### src/rtl/uart_bus_master.sv
// uart_bus_master: UART command stream to single-word bus read/write bridge with ACK/NAK and read-data reply.
module uart_bus_master #(
  parameter int TIMEOUT = 256
) (
  input  logic        clk,
  input  logic        reset,
  input  logic        rx_end,
  input  logic [7:0]  rx_data,
  output logic        tx_start,
  output logic [7:0]  tx_data,
  input  logic        tx_end,
  output logic        cs_,
  output logic        as_,
  output logic        rw,
  output logic [29:0] addr,
  output logic [31:0] wr_data,
  input  logic [31:0] rd_data,
  input  logic        rdy_,
  output logic        busy
);
  typedef enum logic [2:0] {IDLE, ADDR, DATA, BUS, SEND} state_t;
  state_t state, state_nxt;
  logic        op;
  logic [1:0]  cnt;
  logic [31:0] addr_r, rdq;
  logic [15:0] tmo;
  logic [2:0]  left;
  logic        pend;
  logic        tmo_hit;
  assign tmo_hit  = tmo == 16'(TIMEOUT - 1);
  assign cs_      = state != BUS;
  assign as_      = state != BUS;
  assign rw       = state == BUS ? op : 1'b1;
  assign addr     = addr_r[31:2];
  assign busy     = state != IDLE;
  assign tx_start = state == SEND && !pend;
  always_comb begin
    state_nxt = state;
    case (state)
      IDLE: if (rx_end) state_nxt = (rx_data == 8'h57 || rx_data == 8'h52) ? ADDR : SEND;
      ADDR: if (rx_end && cnt == 2'd3) state_nxt = op ? BUS : DATA;
      DATA: if (rx_end && cnt == 2'd3) state_nxt = BUS;
      BUS:  if (!rdy_ || tmo_hit) state_nxt = SEND;
      SEND: if (tx_end && pend && left == 3'd0) state_nxt = IDLE;
      default: state_nxt = IDLE;
    endcase
  end
  always_ff @(posedge clk or negedge reset) begin
    if (!reset) begin
      state   <= IDLE;
      op      <= 1'b1;
      cnt     <= 2'd0;
      addr_r  <= '0;
      wr_data <= '0;
      rdq     <= '0;
      tmo     <= '0;
      left    <= '0;
      pend    <= 1'b0;
      tx_data <= '0;
    end else begin
      state <= state_nxt;
      case (state)
        IDLE: if (rx_end) begin
          op      <= rx_data == 8'h52;
          cnt     <= 2'd0;
          left    <= 3'd0;
          pend    <= 1'b0;
          tx_data <= 8'h15;
        end
        ADDR: if (rx_end) begin
          addr_r <= {addr_r[23:0], rx_data};
          cnt    <= cnt + 2'd1;
          tmo    <= '0;
        end
        DATA: if (rx_end) begin
          wr_data <= {wr_data[23:0], rx_data};
          cnt     <= cnt + 2'd1;
          tmo     <= '0;
        end
        BUS: begin
          tmo <= tmo + 16'd1;
          // a ready seen on the final timeout cycle still counts as success
          if (!rdy_ || tmo_hit) begin
            tx_data <= rdy_ ? 8'h15 : 8'h06;
            rdq     <= rd_data;
            left    <= (!rdy_ && op) ? 3'd4 : 3'd0;
            pend    <= 1'b0;
          end
        end
        SEND: if (tx_start) pend <= 1'b1;
        else if (tx_end && pend && left != 3'd0) begin
          tx_data <= rdq[31:24];
          rdq     <= rdq << 8;
          left    <= left - 3'd1;
          pend    <= 1'b0;
        end
        default: ;
      endcase
    end
  end
endmodule

### config.mk
export PLATFORM = sky130hd
export DESIGN_NAME = uart_bus_master
export DESIGN_NICKNAME = d
export VERILOG_FILES = /design/src/rtl/uart_bus_master.sv
export SDC_FILE = /design/constraint.sdc
export NUM_CORES = 1
export LEC_CHECK = 0
export ABC_AREA = 1
export ABC_CLOCK_PERIOD_IN_PS = 2700
export BUFFER_PORTS_ARGS = -buffer_cell sky130_fd_sc_hd__buf_2
export CAP_MARGIN = 10
export CORE_ASPECT_RATIO = 1.25
export CORE_MARGIN = 2
export CORE_UTILIZATION = 50
export DETAILED_ROUTE_END_ITERATION = 7
export GPL_TIMING_DRIVEN = 0
export HOLD_SLACK_MARGIN = 0.02
export MAX_ROUTING_LAYER = met4
export PLACE_DENSITY = 0.69
export SLEW_MARGIN = 20
export SYNTH_ARGS = -nofsm -noshare
export SYNTH_HDL_FRONTEND = slang
export SYNTH_SLANG_ARGS = --single-unit
### constraint.sdc
create_clock -name clk -period 2.7 [get_ports clk]
set_clock_uncertainty 0.1 [all_clocks]
set_input_delay 0.27 -clock clk [delete_from_list [all_inputs] [get_ports clk]]
set_output_delay 0.27 -clock clk [all_outputs]
set_load 0.1 [all_outputs]
After elaboration in Yosys (flattened, before gate mapping)
Index checks and enable logic that the tools add are counted.
W data, S select, Z words.
{ "word_totals": {"out_inout_bits": 75, "word_cells": 94, "input_bits": 45, "regBits": 130} }
{ "classes": {"n_addsub": 3, "n_reduce_logical": 28, "n_eq_ne": 18, "n_mux": 35} }
{ "op_table": {"columns": ["op", "count"], "rows": [
  ["$mux W32", 3],
  ["$pmux W32 S2", 1],
  ["$mux W3", 11],
  ["$mux W8", 4],
  ["$pmux W16 S2", 1],
  ["$pmux W8 S3", 1],
  ["$add A16 B1 Y16 const B", 1],
  ["$eq A16 B8 Y1 const B", 1],
  ["$eq A8 B7 Y1 const B", 2],
  ["$mux W16", 1],
  ["$pmux W3 S5", 1],
  ["$reduce_and A5 Y1", 2],
  ["$pmux W3 S3", 1],
  ["$reduce_bool A3 Y1", 3],
  ["$ne A2 B1 Y1 const B", 4],
  ["$ne A2 B2 Y1 const B", 4],
  ["$reduce_and A2 Y1", 4],
  ["$reduce_and A4 Y1", 2],
  ["$eq A3 B2 Y1 const B", 2],
  ["$logic_and A1 B1 Y1", 6],
  ["$logic_not A3 Y1", 2],
  ["$mux W1", 6],
  ["$ne A3 B2 Y1 const B", 2],
  ["$reduce_bool A2 Y1", 3],
  ["13 further kinds", 16]
]} }

Depth between registers and ports, before layout
Gate-level depths: netlist of run 1.
{ "logic_depth": {"ltp_word": 5, "mapped_depth": 10, "depth_no_buf": 9} }

Worst setup path after synthesis of run 1
No wires, ideal clock.
{ "synth_path": {"path_kind": "reg-to-output", "start": "reg state[2]", "end": "out rw", "setup_slack_ps": 600, "arrival_time_ps": 1730, "path_buffers": 2, "stages_incl_launch_ff": 6, "required_time_ps": 2330, "path_cell_list": "dfrtp_1 buf_2 inv_2 nand3_1 buf_2 or2_2"} }
{ "synth_between": {"elab_chain_len": 2} }
{ "synth_rtl": {"columns": ["item", "line_no", "source"], "rows": [
  ["from (decl)", "22", "state_t state, state_nxt;"],
  ["from (signal assigned)", "61", "state <= state_nxt;"],
  ["$eq A3 B2 Y1", "33", "assign rw = state == BUS ? op : 1'b1;"],
  ["$mux W1", "33", null],
  ["to (decl)", "14", "output logic rw,"]
]} }
Every way passes these cells.

Worst setup path in the final report of run 1
{ "layout_path": {"start": "reg state[0]", "end": "out tx_start"} }
{ "layout_between": {"elab_chain_len": 2} }
{ "layout_rtl": {"columns": ["item", "line_no", "source"], "rows": [
  ["$eq A3 B3 Y1", "36", "assign tx_start = state == SEND && !pend;"],
  ["$logic_and A1 B1 Y1", "36", null],
  ["to (decl)", "9", "output logic tx_start,"]
]} }
Every way passes these cells.

==> qor.yml, run 1 <==
status: "finished, final reports clean"
ir_drop_uv: 627
grt_usage_pct: 23.2
tightest_slew_ps: 518
power.total_mw: 8.74
finalSetupViolations: 0
cts_inserted_buffers: 17
ys_warn_count: 0
rr_endpoint: "wr_data[6]$_DFFE_PN0P_"
path_clk_slew_ps: 60
internal_power_mw: 4.88
start_kind: "register"
ys_ff_latch: 130
vias: 5569
p_comb_share_pct: 41.2
overflow: 0
p_seq_share_pct: 30.8
antenna_found_initial: 0
coreArea_um2: 12500
slowest_delay_ps: 450
row_count: 46
syn_nets: 851
wl_mm: 14.7
clk_latency_ps: 410
clockBufferDepth: 2
initial_core_util_pct: 50.8
crit_arrival_ps: 2100
htree_levels: 4
cp-end-kind: "output pin"
grt_pass1_wl_mm: 24.8
timing.rr.start: "state[2]$_DFFE_PN0P_"
power_density_nw_per_um2: 1110
yosysUniqueCellTypes: 30
switchingPower_mw: 3.86
port_buffers: 119
max-cap-violations: 0
hold_path.class: "primary input to register"
drive_above_1_share_pct: 24.7
path_cells: "inv_1 -> nand2_1 -> nor2_4 -> nand2_2 -> buf_2 -> inv_1 -> clkbuf_4"
drc_errors: 0
reg2reg_depth: 7
cp.required_ps: 2330
p_sw_share_pct: 44.2
area_growth_pct: 23.6
holdPathStages: 3
synth_area_per_cell_um2: 7.95
grt_pass1_vias: 5113
first_pass_iters: 6
gp_congestion: 0.867
die_x_um: 105
cp_common_cell: "inv_1"
use_met1_pct: 29.9
min_period_ps: 2470
use_met2_pct: 37.6
antenna_cells: 0
max_freq_mhz: 405
holdCritStartpoint: "rx_data[6]"
p_clk_share_pct: 28.0
initialDrtViolationCount: 285
hold_path_end: "addr_r[6]$_DFFE_PN0P_"
fin_setup_tns_ps: 0
ios: 120
p_leak_nw: 4.52
ant_nets: 0
hold_viol_final: 0
fin_crit_sh_pct: 91.4
slowest_stage: "dfrtp_1"
dieArea_um2: 13700
rsz0062_at_grt: "false"
drv_slew: 0
cts_tree: "yes"
r2r_setup_slack_ps: 780
vias_per_cell: 4.95
grt_most_used_layer: "met2"
layout.nets: 993
path_class: "register to output pin"
drt-wirelength-per-cell_um: 13.1
clock-root-buffer: "clkbuf_16"
grt_max_degree: 97
clock_sinks: 130
die_h_um: 130
ys_seq_area_share_pct: 51.1
dp_hpwl_mm: 10.7
synth_area_um2: 6370
max_slew_margin_pct: 65.7
worst-path-max-fanout: 10
grt_use_met3_pct: 3.40
synthCells: 802
==> placed cells by master (no fill, tap or decap), drive strengths merged <==
cell type,n
a21boi,1
clkinvlp,1
a21oi,12
nor2,55
dfstp,1
o21ai,50
nand2,319
bufinv,4
inv,67
o21bai,1
dfrtp,129
dlygate4sd3,1
o21a,1
nand3b,1
nor3,1
or2,2
clkinv,7
buf,181
nand3,30
nand4,49
xor2,1
o31ai,1
mux2,8
ha,4
clkbuf,29
and2,1
==> timing repair <==
item                       in CTS  in global routing
setup buffers                   0                  2
hold buffers                    1                  0
setup endpoints to repair       0                  1
resized for setup               0                  1
hold endpoints to repair       34                  0
==> synth_stat cells, drive strengths merged <==
| cell | instances | share of area [%] |
|---|---|---|
| clkinv | 1 | 0.059 |
| a21oi | 12 | 0.94 |
| nand3 | 30 | 2.5 |
| dfrtp | 129 | 51 |
| o21a | 1 | 0.12 |
| buf | 60 | 6.4 |
| or2 | 2 | 0.20 |
| clkbuf | 10 | 0.59 |
| inv | 64 | 3.8 |
| nand3b | 1 | 0.12 |
| dfstp | 1 | 0.41 |
| o31ai | 1 | 0.12 |
| nor3 | 1 | 0.078 |
| mux2 | 8 | 1.4 |
| nand2 | 319 | 19 |
| o21ai | 50 | 3.9 |
| ha | 4 | 0.79 |
| nor2 | 55 | 3.8 |
| o21bai | 1 | 0.12 |
| xor2 | 1 | 0.14 |
| and2 | 1 | 0.098 |
| nand4 | 49 | 4.8 |
| a21boi | 1 | 0.12 |
==> layout make-up <==
type	count	area (um2)
Fill cell	1175	4670
Sequential cell	130	3250
Multi-Input combinational cell	537	2430
Timing Repair Buffer	123	661
Buffer	70	445
Clock buffer	18	429
Inverter	65	244
Tap cell	168	210
Clock inverter	14	203
==> power by group through the flow <==
stage | logic [mW] | clock network, mW | registers [mW]
after detailed placement | 3.58 | 0 | 2.72
after global routing | 3.93 | 2.57 | 2.76
after CTS | 3.59 | 2.47 | 2.69
after global placement | 3.52 | 0 | 2.71
after floorplan | 2.49 | 0 | 3.09
final | 3.60 | 2.45 | 2.70
==> layer usage <==
metal | share of wire [%] | up-vias
met2 | 49 | 166
met1 | 44 | 2575
met3 | 5.3 | 24
met5 | 0 | -
li1 | - | 2804
met4 | 1.9 | 0
==> registers in the layout (all words and copies together) (netlist names) <==
name / flops
addr_r: 32
rdq: 32
wr_data: 32
tmo: 16
tx_data: 8
left: 3
state: 3
cnt: 2
op: 1
pend: 1
==> cells by family after synthesis <==
family	after synthesis	share of synthesized area (%)
xor gates and xnor gates	1	0.137
and+or+nand+nor	458	30.4
DFF	130	51.1
muxes	8	1.41
AOI/OAI and AO/OA	66	5.34
adders and majority gates	4	0.785
buffers and inverters	135	10.8
==> metrics by stage <==
stage / setup WS (ps) / std cells / hold slack, ps / utilization, % / cell area [um2]
2_1_floorplan: 600 / 802 / -126 / - / 6370
3_3_place_gp: -504 / 1089 / 350 / 57.2 / 7180
3_5_place_dp: 504 / 1090 / 56.0 / 57.5 / 7220
4_1_cts: 57.2 / 1123 / 68.3 / 62.6 / 7860
5_1_grt: 118 / 1125 / 73.6 / 62.8 / 7880
6_report: 233 / 1125 / 69.2 / 62.8 / 7880
==> how the worst max path moves through the flow <==
stage,from,end,slack (ps),cells after the start
4_1_cts,state[0]$_DFFE_PN0P_,tx_start,60,7
3_5_place_dp,state[0]$_DFFE_PN0P_,tx_start,500,7
3_3_place_gp,reset,rdq[5]$_DFFE_PN0P_,-500,1
6_report,state[0]$_DFFE_PN0P_,tx_start,230,7
5_1_grt,state[0]$_DFFE_PN0P_,tx_start,120,7
2_1_floorplan,state[2]$_DFFE_PN0P_,rw,600,5
==> worst max-delay path: cells and delay by family, from the launching register on <==
kind | cells | cell delay, ps
buffers and inverters | 4 | 730
AND/OR/NAND/NOR | 3 | 510
flip-flops | 1 | 450
Power figures use the tool's default switching activity.
==> inputs of run 2 (changes only) <==
--- a/config.mk
+++ b/config.mk
@@ -6,8 +6,8 @@
 export NUM_CORES = 1
 export LEC_CHECK = 0
 export ABC_AREA = 1
-export ABC_CLOCK_PERIOD_IN_PS = 2700
-export BUFFER_PORTS_ARGS = -buffer_cell sky130_fd_sc_hd__buf_2
+export ABC_CLOCK_PERIOD_IN_PS = 2000
+export BUFFER_PORTS_ARGS = -buffer_cell sky130_fd_sc_hd__buf_4
 export CAP_MARGIN = 10
 export CORE_ASPECT_RATIO = 1.25
 export CORE_MARGIN = 2
@@ -16,7 +16,7 @@
 export GPL_TIMING_DRIVEN = 0
 export HOLD_SLACK_MARGIN = 0.02
 export MAX_ROUTING_LAYER = met4
-export PLACE_DENSITY = 0.69
+export PLACE_DENSITY = 0.72
 export SLEW_MARGIN = 20
 export SYNTH_ARGS = -nofsm -noshare
 export SYNTH_HDL_FRONTEND = slang
==> constraint.sdc (replaced) <==
create_clock -name clk -period 2 [get_ports clk]
set_clock_uncertainty 0.1 [all_clocks]
set_input_delay 0.2 -clock clk [delete_from_list [all_inputs] [get_ports clk]]
set_output_delay 0.2 -clock clk [all_outputs]
set_load 0.1 [all_outputs]
==> qor.yml, run 2 (same netlist as run 1, synthesis figures left out) <==
status: "finished, final reports clean"
drv_slew: 0  # unchanged
drc_errors: 0  # unchanged
tightest_slew_ps: 532  # +14.2 ps
routed.top_layer: "met4"
fillers: 1073  # -8.7%
met2_wirelength_mm: 7.62  # +6.7%
ir_drop_uv: 871  # +39%
reg2reg_depth: 8  # +1
first_pass_iters: 5  # -1
max_freq_mhz: 510
drt-wirelength-per-cell_um: 13.3  # +1.7%
cp.required_ps: 1700  # -630 ps
internal_power_mw: 6.97  # +43%
routedLengthMet1_mm: 6.67  # +2.3%
final_cells: 1139  # +1.2%
finalSetupViolations: 0  # unchanged
clock_sinks: 130  # unchanged
row_count: 46  # unchanged
grt_pass1_vias: 5243  # +2.5%
holdWs_ps: 26.8  # -42.4 ps
p_sw_share_pct: 42.9  # -1.3 points
post-place-ws_ps: 1.75  # -502 ps
die_h_um: 130  # unchanged
overflow: 0  # unchanged
htree_levels: 4  # unchanged
reg_top3: "addr_r (32), rdq (32), wr_data (32)"
r2r_setup_slack_ps: 110  # -670 ps
vias_per_cell: 4.89  # -1.3%
fin_area_um2: 8400  # +6.7%
wl_met3_um: 605  # -22%
p_comb_share_pct: 42.7  # +1.5 points
drive_above_1_share_pct: 26.6  # +1.9 points
timing.rr.start: "state[1]$_DFFE_PN0P_"
initial_core_util_pct: 50.8  # unchanged
cts_tree: "yes"
wl_mm: 15.2  # +3.0%
grt_max_degree: 70  # -28%
final_cell_mix: "nand2_1, buf_4, dfrtp_1"
worst-path-max-fanout: 8  # -2
max_slew_margin_pct: 64.5  # -1.2 points
dp_hpwl_mm: 10.8  # +1.0%
start_kind: "register"
power.total_mw: 12.2  # +40%
rr_endpoint: "addr_r[2]$_DFFE_PN0P_"
layout.nets: 1007  # +1.4%
vias: 5565  # -0.072%
setup_slack_ps: 37.6  # -195 ps
hold_path.class: "primary input to register"
coreArea_um2: 12500  # unchanged
p_seq_share_pct: 29.9  # -0.9 points
port_buffers: 119  # unchanged
ant_nets: 0  # unchanged
gp_congestion: 0.856  # -1.2%
postPlaceCellArea_um2: 7510  # +4.1%
die_x_um: 105  # unchanged
crit_arrival_ps: 1660  # -440 ps
cp-startpoint: "state[2]$_DFFE_PN0P_"
hold_viol_final: 0  # unchanged
path_clk_slew_ps: 60  # about the same
post-place-cells: 1090  # unchanged
clockBufferDepth: 2  # unchanged
holdPathStages: 5  # +2
antenna_cells: 0  # unchanged
area_growth_pct: 31.8
dieArea_um2: 13700  # unchanged
grt_usage_pct: 24.0  # +0.84 points
ios: 120  # unchanged
fin_crit_sh_pct: 98.1
cp-end-kind: "output pin"
final_common_cell: "nand2_1"
path_class: "register to output pin"
grt_pass1_wl_mm: 25.3  # +2.1%
clk_latency_ps: 420  # about the same
switchingPower_mw: 5.23  # +35%
cts_inserted_buffers: 17  # unchanged
antenna_found_initial: 0  # unchanged
clock-root-buffer: "clkbuf_16"
p_leak_nw: 4.68  # +3.7%
initialDrtViolationCount: 326  # +14%
min_period_ps: 1960
crit_end: "rw"
power_density_nw_per_um2: 1450  # +31%
p_clk_share_pct: 27.4  # -0.6 points
max-cap-violations: 0  # unchanged
run 2: changes by cell type in the layout (fill, tap and decap cells not counted), sizes merged:
cell / before / now
buf: 181 / 191
clkinvlp: 1 / 3
clkinv: 7 / 5
dlygate4sd3: 1 / 6
clkbuf: 29 / 30
inv: 67 / 65
run 2: power groups by stage:
| stage | clock, mW | combinational, mW | sequential, mW |
|---|---|---|---|
| 2_1_floorplan | 0 | 3.36 | 4.18 |
| 3_3_place_gp | 0 | 4.91 | 3.66 |
| 3_5_place_dp | 0 | 4.97 | 3.68 |
| 4_1_cts | 3.37 | 5.09 | 3.64 |
| 5_1_grt | 3.51 | 5.71 | 3.73 |
| 6_report | 3.34 | 5.21 | 3.65 |
run 2: metal layers:
layer	vias up	global-route usage, %
li1	2837	-
met3	21	5.24
met1	2564	29.8
met2	143	39.4
met4	0	8.00
met5	-	-
run 2: worst min path at each step:
stage	from	end
after CTS	rd_data[4]	rdq[4]$_DFFE_PN0P_
after global routing	rd_data[6]	rdq[6]$_DFFE_PN0P_
after global placement	rdq[30]$_DFFE_PN0P_	rdq[30]$_DFFE_PN0P_
after floorplan	reset	addr_r[0]$_DFFE_PN0P_
after detailed placement	reset	addr_r[30]$_DFFE_PN0P_
final	rd_data[1]	rdq[1]$_DFFE_PN0P_
run 2: critical path: stages (launching register included):
cell and delay, ps:
dfrtp_1 370, buf_6 150, inv_6 80, nand3_4 90, buf_6 150, or2_4 250, buf_12 170
run 2: cell type report:
class / instances / area, um2 / share of cell area, %
Sequential cell: 130 / 3260 / 38.8
Multi-Input combinational cell: 537 / 2470 / 29.4
Timing Repair Buffer: 137 / 1100 / 13.0
Buffer: 70 / 472 / 5.62
Clock buffer: 20 / 467 / 5.56
Inverter: 65 / 249 / 2.96
Tap cell: 168 / 210 / 2.50
Clock inverter: 12 / 179 / 2.13
run 2: what timing repair did:
item / CTS / global route
gates resized for setup: 16 / 21
hold endpoints to repair: 75 / 0
setup endpoints to repair: 4 / 56
hold buffers: 6 / 0
pin swaps: 1 / 4
setup buffers: 6 / 5
run 2: through the flow:
step	util, %	setup TNS [ps]
floorplan	-	0
detailed placement	59.9	0
CTS	66.3	-34.5
global placement	59.6	0
finish	67.0	0
global route	67.0	-1.28
==> inputs of run 3 (changes only) <==
--- a/config.mk
+++ b/config.mk
@@ -11,13 +11,14 @@
 export CAP_MARGIN = 10
 export CORE_ASPECT_RATIO = 1.25
 export CORE_MARGIN = 2
-export CORE_UTILIZATION = 50
+export CORE_UTILIZATION = 45
 export DETAILED_ROUTE_END_ITERATION = 7
 export GPL_TIMING_DRIVEN = 0
 export HOLD_SLACK_MARGIN = 0.02
 export MAX_ROUTING_LAYER = met4
-export PLACE_DENSITY = 0.72
+export PLACE_DENSITY = 0.65
 export SLEW_MARGIN = 20
 export SYNTH_ARGS = -nofsm -noshare
 export SYNTH_HDL_FRONTEND = slang
 export SYNTH_SLANG_ARGS = --single-unit
+export TNS_END_PERCENT = 5
==> qor.yml, run 3 (same netlist as run 1, synthesis figures left out) <==
tightest_slew_ps: 522  # -10.7 ps
grt_pass1_vias: 5172  # -1.4%
switchingPower_mw: 5.24  # +0.10%
grt_pass1_wl_mm: 25.6  # +1.5%
power_density_nw_per_um2: 1440  # -0.99%
p_comb_share_pct: 42.7  # about the same
initial_core_util_pct: 46.1  # -4.7 points
area_growth_pct: 31.8  # about the same
htree_levels: 4  # unchanged
final_common_cell: "nand2_1"
drive_above_1_share_pct: 26.3  # -0.28 points
fin_area_um2: 8400  # about the same
ios: 120  # unchanged
multi_input_area_um2: 2470  # +0.15%
clock_sinks: 130  # unchanged
cts_tree: "yes"
ir_drop_uv: 1050  # +21%
finalSetupViolations: 0  # unchanged
final_cell_mix: "nand2_1, buf_4, dfrtp_1"
ant_nets: 0  # unchanged
crit_arrival_ps: 1660  # about the same
vias_per_cell: 4.88  # -0.17%
p_seq_share_pct: 30.1  # +0.2 points
fin_crit_sh_pct: 97.8  # -0.32 points
p_clk_share_pct: 27.2  # -0.2 points
dp_hpwl_mm: 11.0  # +2.0%
coreArea_um2: 13800  # +10%
die_x_um: 110  # +5.2%
die_h_um: 137  # +5.2%
start_kind: "register"
reg2reg_depth: 9  # +1
layout.nets: 1006  # -0.099%
fin_setup_tns_ps: 0  # unchanged
row_count: 48  # +4.3%
max_slew_margin_pct: 65.2  # +0.71 points
antenna_found_initial: 0  # unchanged
internal_power_mw: 6.84  # -1.8%
path_clk_slew_ps: 60  # about the same
grt_usage_pct: 21.7  # -2.4 points
cp.required_ps: 1700  # about the same
seqCellArea_um2: 3260  # unchanged
path_class: "register to output pin"
cp-end-kind: "output pin"
wl_mm: 15.6  # +2.8%
hold_path.class: "primary input to register"
drt-wirelength-per-cell_um: 13.6  # +2.3%
worst-path-max-fanout: 8  # unchanged
drc_errors: 0  # unchanged
hold_viol_final: 0  # unchanged
fillers: 1283  # +20%
initialDrtViolationCount: 355  # +8.9%
dieArea_um2: 15100  # +11%
status: "finished, final reports clean"
clockBufferDepth: 2  # unchanged
max_freq_mhz: 511  # +0.32%
clock-root-buffer: "clkbuf_16"
max-cap-violations: 0  # unchanged
port_buffers: 119  # unchanged
fin_util_pct: 60.8  # -6.1 points
antenna_cells: 0  # unchanged
p_leak_nw: 4.67  # -0.34%
postPlaceCellArea_um2: 7520  # +0.12%
cts_inserted_buffers: 17  # unchanged
drv_slew: 0  # unchanged
clk_latency_ps: 410  # about the same
gp_congestion: 0.849  # -0.84%
grt_max_degree: 89  # +27%
holdPathStages: 3  # -2
power.total_mw: 12.1  # -1.0%
overflow: 0  # unchanged
reg_top3: "addr_r (32), rdq (32), wr_data (32)"
vias: 5585  # +0.36%
p_sw_share_pct: 43.4  # +0.48 points
first_pass_iters: 5  # unchanged
min_period_ps: 1960  # -6.34 ps
## run 3: area by class of cell
class | count | share of cell area [%]
clock buffer | 19 | 5.27
inverter | 65 | 2.96
multi-input combinational | 537 | 29.5
timing repair buffer | 136 | 13.2
buffer | 70 | 5.53
clock inverter | 13 | 2.19
tap | 175 | 2.61
sequential | 130 | 38.8
## run 3: metrics by stage
stage,instances,hold slack (ps),worst slack (ps)
final,1145,29.9,43.9
after global routing,1145,42.0,-5.32
after CTS,1140,23.7,-40.5
after detailed placement,1097,12.4,10.7
after global placement,1096,354,6.87
after floorplan,802,-196,11.7
## run 3: routing by layer
metal | wire [um] | track usage, % | vias to the layer above
li1 | - | - | 2829
met1 | 7130 | 27.6 | 2618
met2 | 7740 | 35.8 | 123
met3 | 549 | 3.94 | 15
met4 | 173 | 6.11 | 0
met5 | 0 | - | -
## run 3: timing repair
action	in CTS	in global routing
hold buffers	7	0
buffers inserted	4	4
pin swaps	2	1
endpoints found under the setup margin	4	63
resized for setup	17	12
endpoints found under the hold margin	107	0
cloned	0	1
## run 3: power by group through the flow
stage,Clock [mW],Combinational [mW],Sequential [mW]
2_1_floorplan,0,3.36,4.18
3_3_place_gp,0,4.95,3.66
3_5_place_dp,0,5.00,3.67
4_1_cts,3.34,5.14,3.63
5_1_grt,3.45,5.58,3.72
6_report,3.28,5.15,3.64
## run 3: worst max-delay path: stages, from the launching register on
cell and delay [ps]:
dfrtp_1 370, buf_6 150, inv_6 80, nand3_4 90, buf_8 140, or2_4 250, buf_12 170
## run 3: worst paths after layout
check	slack, ps	start	endpoint
hold reg to reg	370	tx_data[7]$_DFFE_PN0P_	tx_data[7]$_DFFE_PN0P_
min in group asynchronous	150	reset	addr_r[30]$_DFFE_PN0P_
setup / recovery	40	state[2]$_DFFE_PN0P_	rw
hold / removal	30	rx_data[5]	wr_data[5]$_DFFE_PN0P_
max in group asynchronous	890	reset	tx_data[0]$_DFFE_PN0P_
setup reg to reg	150	tmo[0]$_DFFE_PN0P_	rdq[18]$_DFFE_PN0P_
